==> config.mk <==
export PLATFORM = sky130hd
export DESIGN_NAME = program_loader
export DESIGN_NICKNAME = d
export VERILOG_FILES = /design/src/rtl/program_loader_pkg.sv /design/src/rtl/bf_char_decoder.sv /design/src/rtl/program_loader.sv
export SDC_FILE = /design/constraint.sdc
export NUM_CORES = 1
export LEC_CHECK = 0
export BUFFER_PORTS_ARGS = -buffer_cell sky130_fd_sc_hd__buf_2
export CAP_MARGIN = 20
export CORE_UTILIZATION = 52
export DETAILED_ROUTE_END_ITERATION = 7
export GPL_TIMING_DRIVEN = 0
export HOLD_SLACK_MARGIN = 0.05
export PLACE_DENSITY = 0.73
export RECOVER_POWER = 50
export SETUP_SLACK_MARGIN = 0.1
export SYNTH_ARGS = -nofsm -noshare
export SYNTH_HDL_FRONTEND = slang
export SYNTH_SLANG_ARGS = --single-unit
==> constraint.sdc <==
create_clock -name clk -period 4.3 [get_ports clk]
set_clock_uncertainty 0.05 [all_clocks]
set_input_delay 0.43 -clock clk [delete_from_list [all_inputs] [get_ports clk]]
set_output_delay 0.43 -clock clk [all_outputs]
set_load 0.02 [all_outputs]
==> src/rtl/program_loader_pkg.sv <==
// program_loader_pkg: BF opcode encodings and loader state type, shared with the control FSM.
`default_nettype none

package program_loader_pkg;

   localparam logic [3:0] c_OP_LEFT  = 4'b0000;
   localparam logic [3:0] c_OP_RIGHT = 4'b0001;
   localparam logic [3:0] c_OP_INC   = 4'b0010;
   localparam logic [3:0] c_OP_DEC   = 4'b0011;
   localparam logic [3:0] c_OP_OPEN  = 4'b0100;
   localparam logic [3:0] c_OP_CLOSE = 4'b0101;
   localparam logic [3:0] c_OP_OUT   = 4'b0110;
   localparam logic [3:0] c_OP_IN    = 4'b0111;
   localparam logic [3:0] c_OP_STOP  = 4'b1111;

   localparam logic [7:0] c_CHAR_LF  = 8'h0A;

   typedef enum logic [2:0] {
      S_IDLE   = 3'd0,
      S_CLEAR  = 3'd1,
      S_ACCEPT = 3'd2,
      S_WRITE  = 3'd3,
      S_TERM   = 3'd4,
      S_DONE   = 3'd5
   } state_t;

endpackage

`default_nettype wire

==> src/rtl/bf_char_decoder.sv <==
// bf_char_decoder: combinational ASCII -> {is_bf, opcode}; non-BF characters give is_bf=0.
`default_nettype none

module bf_char_decoder
   import program_loader_pkg::*;
(
   input  logic [7:0] i_char,
   output logic       o_is_bf,
   output logic [3:0] o_opcode
);

   always_comb begin
      o_is_bf  = 1'b1;
      o_opcode = c_OP_STOP;
      case (i_char)
         8'h3C:   o_opcode = c_OP_LEFT;
         8'h3E:   o_opcode = c_OP_RIGHT;
         8'h2B:   o_opcode = c_OP_INC;
         8'h2D:   o_opcode = c_OP_DEC;
         8'h5B:   o_opcode = c_OP_OPEN;
         8'h5D:   o_opcode = c_OP_CLOSE;
         8'h2E:   o_opcode = c_OP_OUT;
         8'h2C:   o_opcode = c_OP_IN;
         default: o_is_bf  = 1'b0;
      endcase
   end

endmodule

`default_nettype wire

==> src/rtl/program_loader.sv <==
// program_loader: streams ASCII BF text into program memory from address 1, appends the
// stop opcode and reports length, capacity overflow and bracket balance.
`default_nettype none

module program_loader
   import program_loader_pkg::*;
#(
   parameter int ADDR_W = 8,
   parameter int DEPTH  = 256
)(
   input  logic              clk,
   input  logic              reset,
   input  logic              i_load_start,
   input  logic              i_load_end,
   input  logic              i_char_valid,
   input  logic [7:0]        i_char_data,
   output logic              o_char_ready,
   output logic              o_prog_we,
   output logic [ADDR_W-1:0] o_prog_addr,
   output logic [3:0]        o_prog_wdata,
   output logic              o_busy,
   output logic              o_loaded,
   output logic [ADDR_W-1:0] o_prog_len,
   output logic              o_full,
   output logic              o_unbalanced
);

   localparam logic [ADDR_W-1:0] c_ONE  = ADDR_W'(1);
   localparam logic [ADDR_W-1:0] c_LAST = ADDR_W'(DEPTH - 2);

   state_t              r_state;
   state_t              w_next;
   logic [ADDR_W-1:0]   r_wr_ptr;
   logic [ADDR_W-1:0]   r_depth;
   logic                r_underflow;
   logic                r_full;
   logic [ADDR_W-1:0]   r_prog_len;
   logic [3:0]          r_opcode;

   logic                w_is_bf;
   logic [3:0]          w_opcode;
   logic                w_is_lf;
   logic                w_char_ready;
   logic                w_hs;

   bf_char_decoder u_dec (
      .i_char   (i_char_data),
      .o_is_bf  (w_is_bf),
      .o_opcode (w_opcode)
   );

   assign w_is_lf      = (i_char_data == c_CHAR_LF);
   // A load_start in ACCEPT discards the load, so no character is taken that cycle.
   assign w_char_ready = (r_state == S_ACCEPT) & ~i_load_end & ~i_load_start;
   assign w_hs         = i_char_valid & w_char_ready;

   always_comb begin
      w_next = r_state;
      case (r_state)
         S_IDLE:   if (i_load_start) w_next = S_CLEAR;
         S_CLEAR:  w_next = S_ACCEPT;
         S_ACCEPT: begin
            if (i_load_start)      w_next = S_CLEAR;
            else if (i_load_end)   w_next = S_TERM;
            else if (w_hs) begin
               if (w_is_lf)        w_next = S_TERM;
               else if (w_is_bf)   w_next = S_WRITE;
            end
         end
         S_WRITE: begin
            if (i_load_start)            w_next = S_CLEAR;
            else if (r_wr_ptr == c_LAST) w_next = S_TERM;
            else                         w_next = S_ACCEPT;
         end
         S_TERM:   w_next = i_load_start ? S_CLEAR : S_DONE;
         S_DONE:   if (i_load_start) w_next = S_CLEAR;
         default:  w_next = S_IDLE;
      endcase
   end

   always_ff @(posedge clk) begin
      if (reset) begin
         r_state     <= S_IDLE;
         r_wr_ptr    <= '0;
         r_depth     <= '0;
         r_underflow <= 1'b0;
         r_full      <= 1'b0;
         r_prog_len  <= '0;
         r_opcode    <= '0;
      end else begin
         r_state <= w_next;
         case (r_state)
            S_CLEAR: begin
               r_wr_ptr    <= c_ONE;
               r_depth     <= '0;
               r_underflow <= 1'b0;
               r_full      <= 1'b0;
               r_prog_len  <= '0;
            end
            S_ACCEPT: begin
               if (w_hs && w_is_bf) r_opcode <= w_opcode;
            end
            S_WRITE: begin
               r_wr_ptr <= r_wr_ptr + c_ONE;
               if (r_opcode == c_OP_OPEN) begin
                  if (r_depth != '1) r_depth <= r_depth + c_ONE;
               end else if (r_opcode == c_OP_CLOSE) begin
                  if (r_depth != '0) r_depth     <= r_depth - c_ONE;
                  else               r_underflow <= 1'b1;
               end
               if (r_wr_ptr == c_LAST) r_full <= 1'b1;
            end
            S_TERM: begin
               if (!i_load_start) r_prog_len <= r_wr_ptr - c_ONE;
            end
            default: ;
         endcase
      end
   end

   assign o_char_ready = w_char_ready;
   assign o_prog_we    = (r_state == S_WRITE) | (r_state == S_TERM);
   assign o_prog_addr  = o_prog_we ? r_wr_ptr : '0;
   assign o_prog_wdata = (r_state == S_WRITE) ? r_opcode :
                         (r_state == S_TERM)  ? c_OP_STOP : 4'b0000;
   assign o_busy       = (r_state == S_CLEAR) | (r_state == S_ACCEPT) |
                         (r_state == S_WRITE) | (r_state == S_TERM);
   assign o_loaded     = (r_state == S_DONE);
   assign o_prog_len   = r_prog_len;
   assign o_full       = r_full;
   assign o_unbalanced = o_loaded & ((r_depth != '0) | r_underflow);

endmodule

`default_nettype wire

==> reports/metrics.yaml, run 1 <==
status: "completed"
grt_pass1_vias: 2004
cts_sinks: 33
synth_nets: 323
rrSetupSlack_ns: 1.47
reg2regPathDepth: 9
routed_wl_um: 5540
dp_hpwl_um: 3950
row_count: 23
grt_pass1_wl_um: 8890
max_stage_delay_ns: 0.41
hold_slack_ns: 0.417
cp.required_ns: 3.82
cts_buffers: 5
ys_seq_elements: 33
dpl_cell_area_um2: 2460
async_flop_share_pct: 0
rr_startpoint: "r_opcode[0]"
worst_path_dominant_cell_family: "buffers and inverters"
tns_ns: 0
path_cells: "clkbuf_1 -> inv_1 -> nor2_1 -> clkbuf_1 -> and2_0 -> nand2_1 -> nand2_1 -> buf_2"
period_minus_slack_ns: 2.93
placed_cells: 387
relSlewSlack_pct: 58.5
grt_max_degree: 15
worst-path-buf-inv: 4
r2r_end: "r_depth[6]"
holdPathEnd: "o_prog_len[6]"
min_path_cells: 2
n_antenna_cell: 0
hp-class: "reg -> reg"
p_comb_share_pct: 40.9
power.internal_uw: 623
critPathMaxFanout: 10
fin_cells: 395
setup_violations: 0
via_count: 2292
stdcell_area_um2: 2540
end_kind: "primary output"
grt_setup_unrepaired: "false"
cts.repair.resized: 0
ant_nets: 0
critical_path.slowest_cell: "clkbuf_1"
startpoint_type: "flop"
swShare_pct: 39.9
port_buffers: 36
irDropWorstVdd_mv: 0.276
p_sw_uw: 413
clk_pin_slew_worst_paths_ns: 0.07
fill_cells: 378
fin_crit_sh_pct: 68.2
synthCells: 301
power_density_nw_per_um2: 407
area_growth_syn_to_layout_pct: 14.9
min-delay-start: "o_prog_len[6]"
antenna_found_initial: 0
post_cts_buffers: 0
cts_hold_buf: 0
core_area_um2: 4060
gr-total-overflow: 0
final_nets: 366
drc: 0
initial_core_util_pct: 54.6
post_drt_wl_per_cell_um: 14.0
die_y_um: 67.3
maxSlewViolCount: 0
drt-initial-drc-count: 151
worstSkewPairLatency_ns: 0.29
path_class: "reg -> out"
gp_congestion: 0.860
postSynthAreaPerCell_um2: 7.36
ys.flop_type: "dfxtp_1"
htreeDepth: 2
drt_first_pass_iters: 5
power_frac_clock_pct: 25.3
p_leak_nw: 1.00
yosysUniqueCellTypes: 51
report.final.hold_viol_count: 0
yosys_warnings: 0
maxCapViolCount: 0
power_frac_seq_pct: 33.9
fmax_mhz: 341
clock_path_buffers: 2
synth_edf_count: 0
drive_above_1_share_pct: 12.2
worst_pin_slew_ns: 0.620
num_io_pins: 39
grt_usage_pct: 25.7
cts_root_buffer: "clkbuf_8"
die_x_um: 67.3
dieArea_um2: 4520
synth_seq_area_share_pct: 29.8
syn_area_um2: 2210
cts_tree: "built"
crit_arrival_ns: 2.45
viasPerCell: 5.80
[cell usage in the layout (no fill, tap or decap), types with 2 or more instances in the layout]
| cell type | Yosys | routed |
|---|---|---|
| nand2_1 | 41 | 41 |
| nand3b_1 | 5 | 5 |
| nand4_1 | 4 | 4 |
| or4_1 | 6 | 6 |
| a2111oi_0 | 3 | 3 |
| nor3_1 | 16 | 16 |
| nor2b_1 | 2 | 2 |
| o21ai_0 | 11 | 11 |
| nor4bb_1 | 2 | 2 |
| a21oi_1 | 33 | 33 |
| o31ai_1 | 2 | 2 |
| o21a_1 | 2 | 2 |
| buf_2 | 0 | 25 |
| a31oi_1 | 4 | 4 |
| nor2_1 | 29 | 29 |
| nor4_1 | 3 | 3 |
| nand2b_1 | 5 | 5 |
| or2_2 | 3 | 3 |
| a211oi_1 | 3 | 3 |
| nand3_1 | 12 | 12 |
| clkbuf_1 | 16 | 27 |
| clkbuf_8 | 0 | 7 |
| dfxtp_1 | 33 | 33 |
| mux2i_1 | 2 | 2 |
| a21o_1 | 2 | 2 |
| ha_1 | 9 | 9 |
| and2_1 | 8 | 7 |
| xnor2_1 | 7 | 7 |
| and3b_1 | 3 | 3 |
| a22oi_1 | 3 | 3 |
| xor2_1 | 6 | 6 |
| inv_1 | 5 | 5 |
[worst reg2reg max path: cells and delay by family, from the launching register on]
kind,cells,cell delay (ns)
flip-flops,1,0.34
AO/OA/AOI/OAI,3,0.96
adder cells (fa/ha/maj),1,0.20
buffers and inverters,1,0.18
AND/OR/NAND/NOR,2,0.71
XOR/XNOR,2,0.31
[how the worst max path moves through the flow]
stage / slack [ns] / to / cells after the start / start
after floorplan: 1.69 / r_depth[6] / 9 / r_opcode[0]
after global placement: 1.54 / r_depth[6] / 9 / r_opcode[0]
after detailed placement: 1.53 / r_depth[7] / 9 / r_opcode[0]
after CTS: 1.45 / o_busy / 6 / r_state[1]
after global routing: 1.16 / o_prog_wdata[0] / 8 / r_state[0]
final: 1.37 / o_prog_wdata[0] / 8 / r_state[0]
[per-stage QoR]
step                      power, mW  setup WS (ns)  util (%)
after floorplan               0.673           1.69         -
after global placement        0.773           1.54      60.6
after detailed placement      0.776           1.53      60.6
after CTS                      1.03           1.45      63.1
after global routing           1.11           1.16      62.7
final                          1.04           1.37      62.7
[area by class of cell]
| cell class | instances | area (µm²) | area share (%) |
|---|---|---|---|
| plain buffers | 18 | 75.1 | 2.95 |
| clock buffers | 7 | 96.3 | 3.79 |
| clock inverters | 1 | 5.00 | 0.197 |
| inverters | 5 | 18.8 | 0.737 |
| multi-input cells | 245 | 1460 | 57.4 |
| flip-flops and latches | 33 | 661 | 26.0 |
| well taps | 50 | 62.6 | 2.46 |
| repair buffers | 36 | 166 | 6.54 |
[power groups by stage]
stage	clock network (mW)	logic, mW	registers [mW]
floorplan	0	0.317	0.356
global placement	0	0.415	0.358
detailed placement	0	0.418	0.358
CTS	0.263	0.420	0.351
global route	0.280	0.475	0.355
finish	0.262	0.424	0.351
[sequential cells by signal (all words and copies together) (netlist names)]
register	cells
o_prog_len	8
r_depth	8
r_wr_ptr	8
r_opcode	4
r_state	3
o_full	1
r_underflow	1
[cells by family (layout without fill, tap and decap cells)]
family,Yosys count,in the layout,share of synthesized area (%)
simple gates,145,145,33.3
fa+ha+maj,10,10,5.59
flops,33,33,29.8
xor+xnor,13,13,5.14
buf+inv,23,67,4.24
mux,2,2,0.904
compound gates,75,75,21.0
[synthesized netlist by cell type (4+ instances only)]
library cell | number | area [µm²]
clkbuf_1 | 16 | 60.1
nor2_1 | 29 | 109
ha_1 | 9 | 113
nand4_1 | 4 | 25.0
nor3_1 | 16 | 80.1
nand2_1 | 41 | 154
or4_1 | 6 | 45.0
a21oi_1 | 33 | 165
xor2_1 | 6 | 52.6
and2_1 | 8 | 50.1
dfxtp_1 | 33 | 661
xnor2_1 | 7 | 61.3
a31oi_1 | 4 | 25.0
inv_1 | 5 | 18.8
nand3_1 | 12 | 60.1
nand2b_1 | 5 | 31.3
nand3b_1 | 5 | 37.5
o21ai_0 | 11 | 55.1
[metal layers]
metal  global-route usage [%]  routed length [µm]  up-vias
met5                        0                   0        -
met4                     7.45                  63        0
met3                     5.57                 343       15
met2                     41.0                2490       71
met1                     34.6                2650     1040
li1                         -                   -     1166
Note: power is estimated with default switching activity, not from simulation.
==> run 2, diff against run 1 <==
--- a/config.mk
+++ b/config.mk
@@ -5,6 +5,7 @@
 export SDC_FILE = /design/constraint.sdc
 export NUM_CORES = 1
 export LEC_CHECK = 0
+export ABC_AREA = 1
 export BUFFER_PORTS_ARGS = -buffer_cell sky130_fd_sc_hd__buf_2
 export CAP_MARGIN = 20
 export CORE_UTILIZATION = 52
==> constraint.sdc (replaced) <==
create_clock -name clk -period 2.9 [get_ports clk]
set_clock_uncertainty 0.05 [all_clocks]
set_input_delay 0.29 -clock clk [delete_from_list [all_inputs] [get_ports clk]]
set_output_delay 0.29 -clock clk [all_outputs]
set_load 0.02 [all_outputs]
==> run 2 against run 1 <==
- design area up 1.5%
- die area is 3.6% higher
- register-to-register slack got worse by 0.84 ns
- global-route usage shrank 1.0 points
- sequential power increased by 70%
- synthesized cell count rose by 19%
- total power grew 82%
- largest power group unchanged
==> reports/metrics.yaml, run 2 <==
power_density_nw_per_um2: 728
rrSetupSlack_ns: 0.63
htreeDepth: 2
post-place-ws_ns: 0.868
period_minus_slack_ns: 2.27
antenna_found_initial: 0
die_y_um: 68.4
synth-simple-area-share_pct: 41.3
worst_pin_slew_ns: 0.942
layout.cells.most_common: "nand2_1"
post_drt_wl_per_cell_um: 12.0
initial_core_util_pct: 55.8
async_flop_share_pct: 0
path_class: "reg -> reg"
gp_congestion: 0.922
synth_top_family_by_area: "simple AND/OR/NAND/NOR gates"
fin_crit_sh_pct: 78.2
yosys-mux-area-fraction_pct: 0
cts_sinks: 33
fin_util_pct: 62.8
drt-initial-drc-count: 93
crit_arrival_ns: 2.45
dp_hpwl_um: 4170
cts_hold_buf: 0
postSynthAreaPerCell_um2: 6.41
min-delay-start: "i_char_valid"
min_path_cells: 3
synthCells: 358
cts_buffers: 5
synthXorXnorAreaFrac_pct: 1.14
top_layer_used: "met4"
gr-total-overflow: 0
status: "completed"
synth_top_cell_by_area: "dfxtp_1"
stdcell_area_um2: 2580
critPathMaxFanout: 8
hold_slack_ns: 0.261
area_growth_syn_to_layout_pct: 12.5
rr_startpoint: "r_state[2]"
r2r_end: "r_depth[3]"
cts_tree: "built"
die_x_um: 68.4
post_cts_buffers: 0
synth_compound_area_share_pct: 14.0
tns_ns: 0
synth_common_cells: "nand2_1 (83), inv_1 (42), nor2_1 (40), a21oi_1 (33), dfxtp_1 (33)"
route.met2.wl_um: 2590
crit_start: "r_state[2]"
ys_seq_elements: 33
synth_nets: 380
fin_ws_ns: 0.633
synth_edf_count: 0
core_area_um2: 4120
drive_above_1_share_pct: 16.1
dpl_cell_area_um2: 2550
maxCapViolCount: 0
max_stage_delay_ns: 0.76
synth_area_leaders: "dfxtp_1 (29%), nand2_1 (14%), a21oi_1 (7.2%)"
grt_usage_pct: 24.7
path_cells: "inv_1 -> nand2_1 -> inv_4 -> nand2_4 -> nor3_1 -> inv_2 -> nor2_1 -> nor2_1 -> nor2_1"
grt_max_degree: 12
relSlewSlack_pct: 36.7
n_antenna_cell: 0
hp-class: "in -> reg"
multi_input_comb_area_um2: 1370
synth.top_cell.area_share_pct: 28.8
grt_pass1_vias: 2001
irDropWorstVdd_mv: 0.319
critical_path.slowest_cell: "nor3_1"
synth_seq_area_share_pct: 28.8
port_buffers: 38
row_count: 23
fill_cells: 408
report.final.hold_viol_count: 0
num_io_pins: 39
fmax_mhz: 441
viasPerCell: 5.26
clock_path_buffers: 2
clk_pin_slew_worst_paths_ns: 0.07
p_leak_nw: 1.17
dieArea_um2: 4680
cp.required_ns: 3.08
drt_first_pass_iters: 4
startpoint_type: "flop"
syn_area_um2: 2300
synthAdderAreaFrac_pct: 4.90
cts.repair.resized: 0
ys.flop_type: "dfxtp_1"
reg2regPathDepth: 9
drc: 0
wl_met3_um: 212
worstSkewPairLatency_ns: 0.30
yosysUniqueCellTypes: 37
routed_wl_um: 5440
final_nets: 425
yosys_warnings: 0
seq_area_um2: 661
wl_met1_um: 2550
end_kind: "flop"
final_cell_mix: "nand2_1 (86), inv_1 (44), nor2_1 (42), a21oi_1 (33), dfxtp_1 (33)"
maxSlewViolCount: 0
via_count: 2389
worst_path_most_repeated_cell: "nor2_1"
grt_pass1_wl_um: 8570
ant_nets: 0
path_depth: 9
cts_root_buffer: "clkbuf_8"
grt_setup_unrepaired: "false"
synth_most_common_cell: "nand2_1"
worst-path-buf-inv: 3
holdPathEnd: "r_opcode[2]"
setup_violations: 0
worst_path_dominant_cell_family: "simple AND/OR/NAND/NOR gates"
run 2: metrics by stage:
stage / instances / power (mW)
6_report: 454 / 1.88
5_1_grt: 454 / 2.04
4_1_cts: 454 / 1.93
3_5_place_dp: 446 / 1.58
3_3_place_gp: 446 / 1.56
2_1_floorplan: 358 / 1.35
run 2: how the worst max path moves through the flow:
stage,end,slack (ns)
2_1_floorplan,r_depth[7],1.14
3_3_place_gp,r_depth[7],0.91
3_5_place_dp,r_depth[7],0.87
4_1_cts,r_depth[7],0.84
5_1_grt,r_depth[3],0.46
6_report,r_depth[3],0.63
run 2: cell families after synthesis:
| logic type | Yosys count |
|---|---|
| AO/OA/AOI/OAI | 60 |
| XOR/XNOR | 3 |
| adder cells (fa/ha/maj) | 9 |
| buffers and inverters | 57 |
| flip-flops | 33 |
| AND/OR/NAND/NOR | 196 |
run 2: routing by layer:
layer / GRT usage (%) / vias up
li1: - / 1257
met1: 29.4 / 1071
met2: 43.4 / 53
met3: 5.17 / 8
met4: 8.59 / 0
met5: 0 / -
run 2: worst min-delay path, cell delays in order:
cell and delay (ns):
buf_2 0.12, nand3_1 0.08, a21oi_1 0.06
run 2: where the power goes:
| group | leakage (nW) | total (mW) | internal, mW | switching (mW) |
|---|---|---|---|---|
| combinational | 0.861 | 0.936 | 0.295 | 0.640 |
| clock | 0.0439 | 0.349 | 0.166 | 0.183 |
| sequential | 0.268 | 0.596 | 0.528 | 0.0678 |
run 2: area by class of cell:
type / count / share of cell area [%]
Timing Repair Buffer: 38 / 6.92
Tap cell: 50 / 2.42
Buffer: 5 / 0.823
Clock buffer: 5 / 2.66
Sequential cell: 33 / 25.6
Clock inverter: 3 / 0.678
Inverter: 52 / 7.94
Multi-Input combinational cell: 268 / 53.0
